<file path="config.mk">
export PLATFORM = sky130hd
export DESIGN_NAME = skeleton_dot_seq
export DESIGN_NICKNAME = d
export VERILOG_FILES = /design/src/rtl/skeleton_dot_seq.sv
export SDC_FILE = /design/constraint.sdc
export NUM_CORES = 1
export LEC_CHECK = 0
export ABC_AREA = 1
export CORE_MARGIN = 2
export CORE_UTILIZATION = 55
export DETAILED_ROUTE_END_ITERATION = 8
export GPL_TIMING_DRIVEN = 0
export PLACE_DENSITY = 0.86
export SETUP_SLACK_MARGIN = 0.05
export SYNTH_ARGS = -nofsm -noshare
export SYNTH_HDL_FRONTEND = slang
export SYNTH_SLANG_ARGS = --single-unit
</file>
<file path="constraint.sdc">
create_clock -name CLK_SYS -period 9.9 [get_ports CLK_SYS]
set_clock_uncertainty 0.05 [all_clocks]
set_input_delay 1.485 -clock CLK_SYS [delete_from_list [all_inputs] [get_ports CLK_SYS]]
set_output_delay 1.485 -clock CLK_SYS [all_outputs]
set_load 0.02 [all_outputs]
</file>
<file path="src/rtl/skeleton_dot_seq.sv">
// -----------------------------------------------------------------------------
// skeleton_dot_seq
//
// Signed dot product A.B of two SIZE_INPUT-element operand vectors. The vectors
// are loaded and the result is read back through a small register map. A single
// shared multiplier is time-multiplexed by an FSM that feeds an accumulator. The
// accumulator is wide enough that it never wraps. The final sum is saturated to
// the bus width, and SAT records whether clipping happened.
//
// Ports
//   CLK_SYS          system clock, every register updates on its rising edge
//   nRST             synchronous active-low reset
//   EN               block enable; EN=0 clears the block exactly like reset
//   TRGG_START_CALC  start trigger; IDLE arms on high, the calculation starts
//                    on the first edge that samples it low again
//   RnW              1 = read, 0 = write
//   ADR              register address:
//                      0..N-1  A[i]
//                      N..2N-1 B[i]
//                      2N      result (read-only)
//                      others  write-ignored, read 0
//   DATA_IN          write data; the operand is DATA_IN[SYS-1 -: IN]
//   DATA_OUT         read data, combinational mux on ADR
//   DATA_HEAD        constant block metadata
//   RDY              block enabled, idle and trigger low
//   SAT              last result was saturated
//   state_dbg        current FSM state (0 IDLE, 1 ARMED, 2 CALC, 3 DONE)
//
// Handshake: the host may write while RDY/ARMED (state IDLE or ARMED). It
// raises TRGG_START_CALC for at least one edge, then drops it. The host must
// then wait for RDY=1 before reading the result. Writes and trigger pulses
// made while the calculation is running are dropped.
// -----------------------------------------------------------------------------
module skeleton_dot_seq #(
  parameter int BITWIDTH_IN   = 8,
  parameter int SIZE_INPUT    = 4,
  parameter int BITWIDTH_ADR  = 6,
  parameter int BITWIDTH_SYS  = 16,
  parameter int BITWIDTH_HEAD = 32
) (
  input  logic                      CLK_SYS,
  input  logic                      nRST,
  input  logic                      EN,
  input  logic                      TRGG_START_CALC,
  input  logic                      RnW,
  input  logic [BITWIDTH_ADR-1:0]   ADR,
  input  logic [BITWIDTH_SYS-1:0]   DATA_IN,
  output logic [BITWIDTH_SYS-1:0]   DATA_OUT,
  output logic [BITWIDTH_HEAD-7:0]  DATA_HEAD,
  output logic                      RDY,
  output logic                      SAT,
  output logic [1:0]                state_dbg
);

  localparam int N      = SIZE_INPUT;
  localparam int IDX_W  = $clog2(N);
  localparam int PROD_W = 2 * BITWIDTH_IN;
  // One growth bit per doubling of N keeps the sum of N full-scale products
  // from ever wrapping.
  localparam int ACC_W  = PROD_W + IDX_W;
  // Saturation compare runs at the wider of accumulator and bus width, so the
  // clip limits are always representable.
  localparam int CMP_W  = (ACC_W > BITWIDTH_SYS) ? ACC_W : BITWIDTH_SYS;

  localparam logic signed [CMP_W-1:0] SAT_MAX =
    {{(CMP_W-BITWIDTH_SYS+1){1'b0}}, {(BITWIDTH_SYS-1){1'b1}}};
  localparam logic signed [CMP_W-1:0] SAT_MIN =
    {{(CMP_W-BITWIDTH_SYS+1){1'b1}}, {(BITWIDTH_SYS-1){1'b0}}};

  typedef enum logic [1:0] {
    S_IDLE  = 2'd0,
    S_ARMED = 2'd1,
    S_CALC  = 2'd2,
    S_DONE  = 2'd3
  } state_t;

  state_t                          state;
  logic signed [BITWIDTH_IN-1:0]   a_reg [N];
  logic signed [BITWIDTH_IN-1:0]   b_reg [N];
  logic        [IDX_W-1:0]         idx;
  logic signed [ACC_W-1:0]         acc;
  logic signed [BITWIDTH_SYS-1:0]  result;
  logic                            sat_q;

  logic signed [BITWIDTH_IN-1:0]   a_sel;
  logic signed [BITWIDTH_IN-1:0]   b_sel;
  logic signed [PROD_W-1:0]        prod;
  logic signed [ACC_W-1:0]         prod_ext;
  logic signed [CMP_W-1:0]         acc_ext;
  logic        [BITWIDTH_IN-1:0]   wr_val;
  logic                            wr_ok;
  logic        [BITWIDTH_SYS-1:0]  data_in_unused;

  // Only the MSB-aligned slice carries the operand; the low bits are don't-care.
  assign wr_val         = DATA_IN[BITWIDTH_SYS-1 -: BITWIDTH_IN];
  assign data_in_unused = DATA_IN;
  assign wr_ok          = !RnW && (state == S_IDLE || state == S_ARMED);

  // Operand pair feeding the shared multiplier.
  always_comb begin
    a_sel = '0;
    b_sel = '0;
    for (int i = 0; i < N; i++) begin
      if (idx == IDX_W'(i)) begin
        a_sel = a_reg[i];
        b_sel = b_reg[i];
      end
    end
  end

  assign prod     = a_sel * b_sel;
  assign prod_ext = {{IDX_W{prod[PROD_W-1]}}, prod};
  assign acc_ext  = CMP_W'(acc);

  always_ff @(posedge CLK_SYS) begin
    if (!nRST || !EN) begin
      state  <= S_IDLE;
      idx    <= '0;
      acc    <= '0;
      result <= '0;
      sat_q  <= 1'b0;
      for (int i = 0; i < N; i++) begin
        a_reg[i] <= '0;
        b_reg[i] <= '0;
      end
    end else begin
      if (wr_ok) begin
        for (int i = 0; i < N; i++) begin
          if (ADR == BITWIDTH_ADR'(i))     a_reg[i] <= wr_val;
          if (ADR == BITWIDTH_ADR'(N + i)) b_reg[i] <= wr_val;
        end
      end
      case (state)
        S_IDLE: begin
          if (TRGG_START_CALC) state <= S_ARMED;
        end
        S_ARMED: begin
          // Start on the trigger's falling edge; a held trigger keeps us armed.
          if (!TRGG_START_CALC) begin
            state <= S_CALC;
            idx   <= '0;
            acc   <= '0;
          end
        end
        S_CALC: begin
          acc <= acc + prod_ext;
          idx <= idx + 1'b1;
          if (idx == IDX_W'(N - 1)) state <= S_DONE;
        end
        S_DONE: begin
          if (acc_ext > SAT_MAX) begin
            result <= SAT_MAX[BITWIDTH_SYS-1:0];
            sat_q  <= 1'b1;
          end else if (acc_ext < SAT_MIN) begin
            result <= SAT_MIN[BITWIDTH_SYS-1:0];
            sat_q  <= 1'b1;
          end else begin
            result <= acc_ext[BITWIDTH_SYS-1:0];
            sat_q  <= 1'b0;
          end
          state <= S_IDLE;
        end
        default: state <= S_IDLE;
      endcase
    end
  end

  // Read mux: operands come back MSB-aligned with zero LSBs.
  always_comb begin
    DATA_OUT = '0;
    for (int i = 0; i < N; i++) begin
      if (ADR == BITWIDTH_ADR'(i))
        DATA_OUT[BITWIDTH_SYS-1 -: BITWIDTH_IN] = a_reg[i];
      if (ADR == BITWIDTH_ADR'(N + i))
        DATA_OUT[BITWIDTH_SYS-1 -: BITWIDTH_IN] = b_reg[i];
    end
    if (ADR == BITWIDTH_ADR'(2 * N)) DATA_OUT = result;
  end

  assign DATA_HEAD = {4'd2, 1'b0, 5'(SIZE_INPUT), 6'd1, 5'(BITWIDTH_IN),
                      5'(BITWIDTH_SYS)};
  assign RDY       = EN && nRST && (state == S_IDLE) && !TRGG_START_CALC;
  assign SAT       = sat_q;
  assign state_dbg = state;

endmodule
</file>
==> impl_metrics.py <==
metrics = {
    "power": {
        "swShare_pct": 31.92,
        "clockPowerShare_pct": 32.3,
        "pwr-share-seq_pct": 44.3,
        "internal-power_mw": 0.7322,
        "p_leak_nw": 4.862,
        "power_frac_comb_pct": 23.4,
        "netSwitchingPower_mw": 0.3433,
        "power.density_nw_per_um2": 108.1,
        "irDropWorstVdd_uv": 107.0,
        "finalPower_mw": 1.076,
    },
    "logic_synthesis": {
        "synth_top_family_by_area": "adder cells",
        "synth_compound_area_share_pct": 10.10,
        "synthMuxAreaShare_pct": 0,
        "synth_area_leader_cell": "edfxtp_1",
        "syn_inst": 1086,
        "yosys_warnings": 0,
        "yosys.area_share.simple_pct": 22.67,
        "yosys_register_bits": 103,
        "yosys.cell_types.count": 47,
        "synth_ff_type": "edfxtp_1",
        "syn_area_per_cell_um2": 8.213,
        "synth.area.top_cells": "edfxtp_1 (22%), fa_1 (18%), nand2_1 (8.9%)",
        "seq_area_frac_synth_pct": 30.30,
        "synth_edf_count": 64,
        "syn-cell-area_um2": 8920,
        "synth_adder_area_share_pct": 24.97,
        "yosysTopAreaCellShare_pct": 21.55,
        "async_flop_share_pct": 0,
        "yosys.area_share.xor_xnor_pct": 0.09819,
    },
    "layout": {
        "area_growth_pct": 11.52,
        "multi_input_area_um2": 5256,
        "ff_latch_area_um2": 2703,
        "fin_nets": 1316,
        "n_fill_cell": 1321,
        "diodes": 0,
        "stdcell_count": 1380,
        "drive_above_1_share_pct": 9.278,
    },
    "global_routing": {
        "grt_max_degree": 20,
        "antenna_found_initial": 0,
        "grt_pass1_wl_mm": 36.52,
        "grt_use_total_pct": 26.42,
        "first_global_vias": 7368,
        "grt-ovfl-total": 0,
    },
    "place": {
        "gp_congestion": 0.9799,
        "place_ws_ps": 3833,
        "place_inst": 1364,
        "port_buffers": 38,
        "dpl.hpwl_mm": 17.88,
    },
    "routing": {
        "vias": 7471,
        "drc": 0,
        "drt_wl_total_mm": 22.17,
        "drt_first_pass_iters": 5,
        "drt-initial-drc-count": 880,
        "viasPerCell": 5.414,
        "post_drt_wl_per_cell_um": 16.07,
        "ant_nets": 0,
    },
    "sta": {
        "tightest_slew_ps": 1270,
        "finalHoldViolations": 0,
        "fin_ws_ps": 3696,
        "drv_slew": 0,
        "tns_ps": 0,
        "rsz0062_at_grt": "no",
        "fmax_ghz": 0.1612,
        "setup_viol": 0,
        "period_minus_slack_ps": 6204,
        "relSlewSlack_pct": 14.45,
        "fin_crit_sh_pct": 62.67,
    },
    "clock_tree": {
        "cts_root_buffer": "clkbuf_16",
        "path_clk_slew_ps": 70,
        "htreeDepth": 3,
        "cts_buffer_depth": 2,
        "cts_resized": 0,
        "cts_tree": "yes",
        "clock-sinks": 103,
        "post-cts-setup-buffers": 0,
        "cts_buffers": 9,
        "ctsHoldBuffers": 0,
        "worstSkewPairLatency_ps": 360,
    },
    "critical_path": {
        "cp.required_ps": 10070,
        "r2r_slack_ps": 3700,
        "critPathCaptureType": "flop",
        "crit_arrival_ps": 6380,
        "start_kind": "flop",
        "cp_max_fo": 10,
        "reg2reg_depth": 25,
        "reg2reg_from": "idx[0]$_SDFFE_PP0P_",
        "crit_type": "reg -> reg",
        "r2r-end": "acc[10]$_SDFFE_PP0P_",
    },
    "floorplan": {
        "fp.dieW_um": 131.4,
        "start_util_pct": 56.15,
        "die_area_um2": 17250,
        "io-pin-count": 73,
        "core_um2": 15890,
        "fp.dieH_um": 131.4,
        "fp-row-count": 46,
    },
    "min_path": {
        "min_from": "result[1]$_SDFFE_PP0N_",
        "min_to": "result[1]$_SDFFE_PP0N_",
        "min_path_cells": 2,
        "min_path_type": "reg -> reg",
    },
    "run": {
        "cap_violations": 0,
    },
    "outcome": {
        "status": "finished clean",
    },
}
-- metal layers --
metal  global-route usage [%]  up-vias  share of wire (%)
met5                        0        -                  0
met2                    42.02      431                 46
met1                    36.80     3469                 42
met4                    9.360        0                2.3
met3                    4.398       45                 11
li1                         -     3526                  -
-- final cells by class --
class                   count  area share, %
plain buffers              48          3.296
inverters                 192          7.270
flip-flops and latches    103          27.17
clock inverters             7         0.6164
well taps                 216          2.717
multi-input cells         767          52.84
repair buffers             38          3.824
clock buffers               9          2.264
-- cells in the final DEF, fill, tap and decap left out, types with 4 or more instances in the layout --
cell	synthesis	routed
or2_2	5	5
o21bai_1	4	4
a21oi_1	68	68
edfxtp_1	64	64
buf_6	4	4
inv_1	181	181
clkbuf_16	0	9
clkdlybuf4s50_1	0	38
inv_2	9	9
nand4_1	10	10
dfxtp_1	39	39
buf_2	6	6
ha_1	50	50
nor2_1	164	164
a22oi_2	8	8
o211ai_1	5	5
nand3_1	46	46
o21ai_1	11	12
buf_4	29	29
clkbuf_1	7	7
fa_1	80	80
nand3_2	7	7
conb_1	2	26
nand2_1	212	212
o21ai_0	34	33
-- cell usage after synthesis, drive strengths merged (2+ instances only) --
cell type  number
a21o            2
a21oi          71
a22oi          11
buf            40
clkbuf          8
conb            2
dfxtp          39
edfxtp         64
fa             80
ha             50
inv           191
nand2         215
nand3          55
nand4          10
nor2          172
nor3            3
o211ai          7
o21ai          47
o21bai          4
or2             7
-- power groups by stage --
stage	Combinational (mW)	Clock (mW)	Sequential, mW
after floorplan	0.179	0	0.483
after global placement	0.240	0	0.485
after detailed placement	0.245	0	0.486
after CTS	0.250	0.343	0.476
after global routing	0.282	0.361	0.478
final	0.251	0.348	0.477
-- how the worst max path moves through the flow --
stage                                 endpoint  depth (start not counted)  slack, ps                start
after floorplan           acc[10]$_SDFFE_PP0P_                         24       4360  idx[0]$_SDFFE_PP0P_
after global placement    acc[10]$_SDFFE_PP0P_                         25       3860  idx[0]$_SDFFE_PP0P_
after detailed placement  acc[17]$_SDFFE_PP0P_                         29       3830  idx[0]$_SDFFE_PP0P_
after CTS                 acc[10]$_SDFFE_PP0P_                         25       3770  idx[0]$_SDFFE_PP0P_
after global routing      acc[17]$_SDFFE_PP0P_                         29       3390  idx[0]$_SDFFE_PP0P_
final                     acc[10]$_SDFFE_PP0P_                         25       3700  idx[0]$_SDFFE_PP0P_
-- per-stage QoR --
stage	util [%]	instance area, µm²	hold WS, ps
floorplan	-	9010	395.3
global placement	60.81	9661	405.5
detailed placement	60.81	9661	409.8
CTS	62.62	9947	420.7
global route	62.62	9947	434.8
finish	62.62	9947	418.9
-- logic make-up (layout without fill, tap and decap cells) --
kind of cell             after synthesis  count (layout)
buffers and inverters                240             294
adder cells (fa/ha/maj)              130             130
other                                  2              26
AND/OR/NAND/NOR                      464             464
XOR/XNOR                               1               1
flip-flops                           103             103
AO/OA/AOI/OAI                        146             146
-- critical path, cell delays in order (launching register included) --
cell and delay [ps]:
dfxtp_1 330, inv_1 120, ha_1 170, buf_4 170
inv_2 100, buf_6 160, nor2_1 120, nor2_1 50
a22oi_1 390, inv_1 270, nand2_1 160, fa_1 440
fa_1 490, inv_1 50, fa_1 510, fa_1 560
inv_1 60, fa_1 530, inv_1 50, ha_1 360
a21oi_1 210, o21ai_0 140, a21o_1 180, or2_2 270
nand2_1 80, a21oi_1 60
Power figures use the tool's default switching activity.
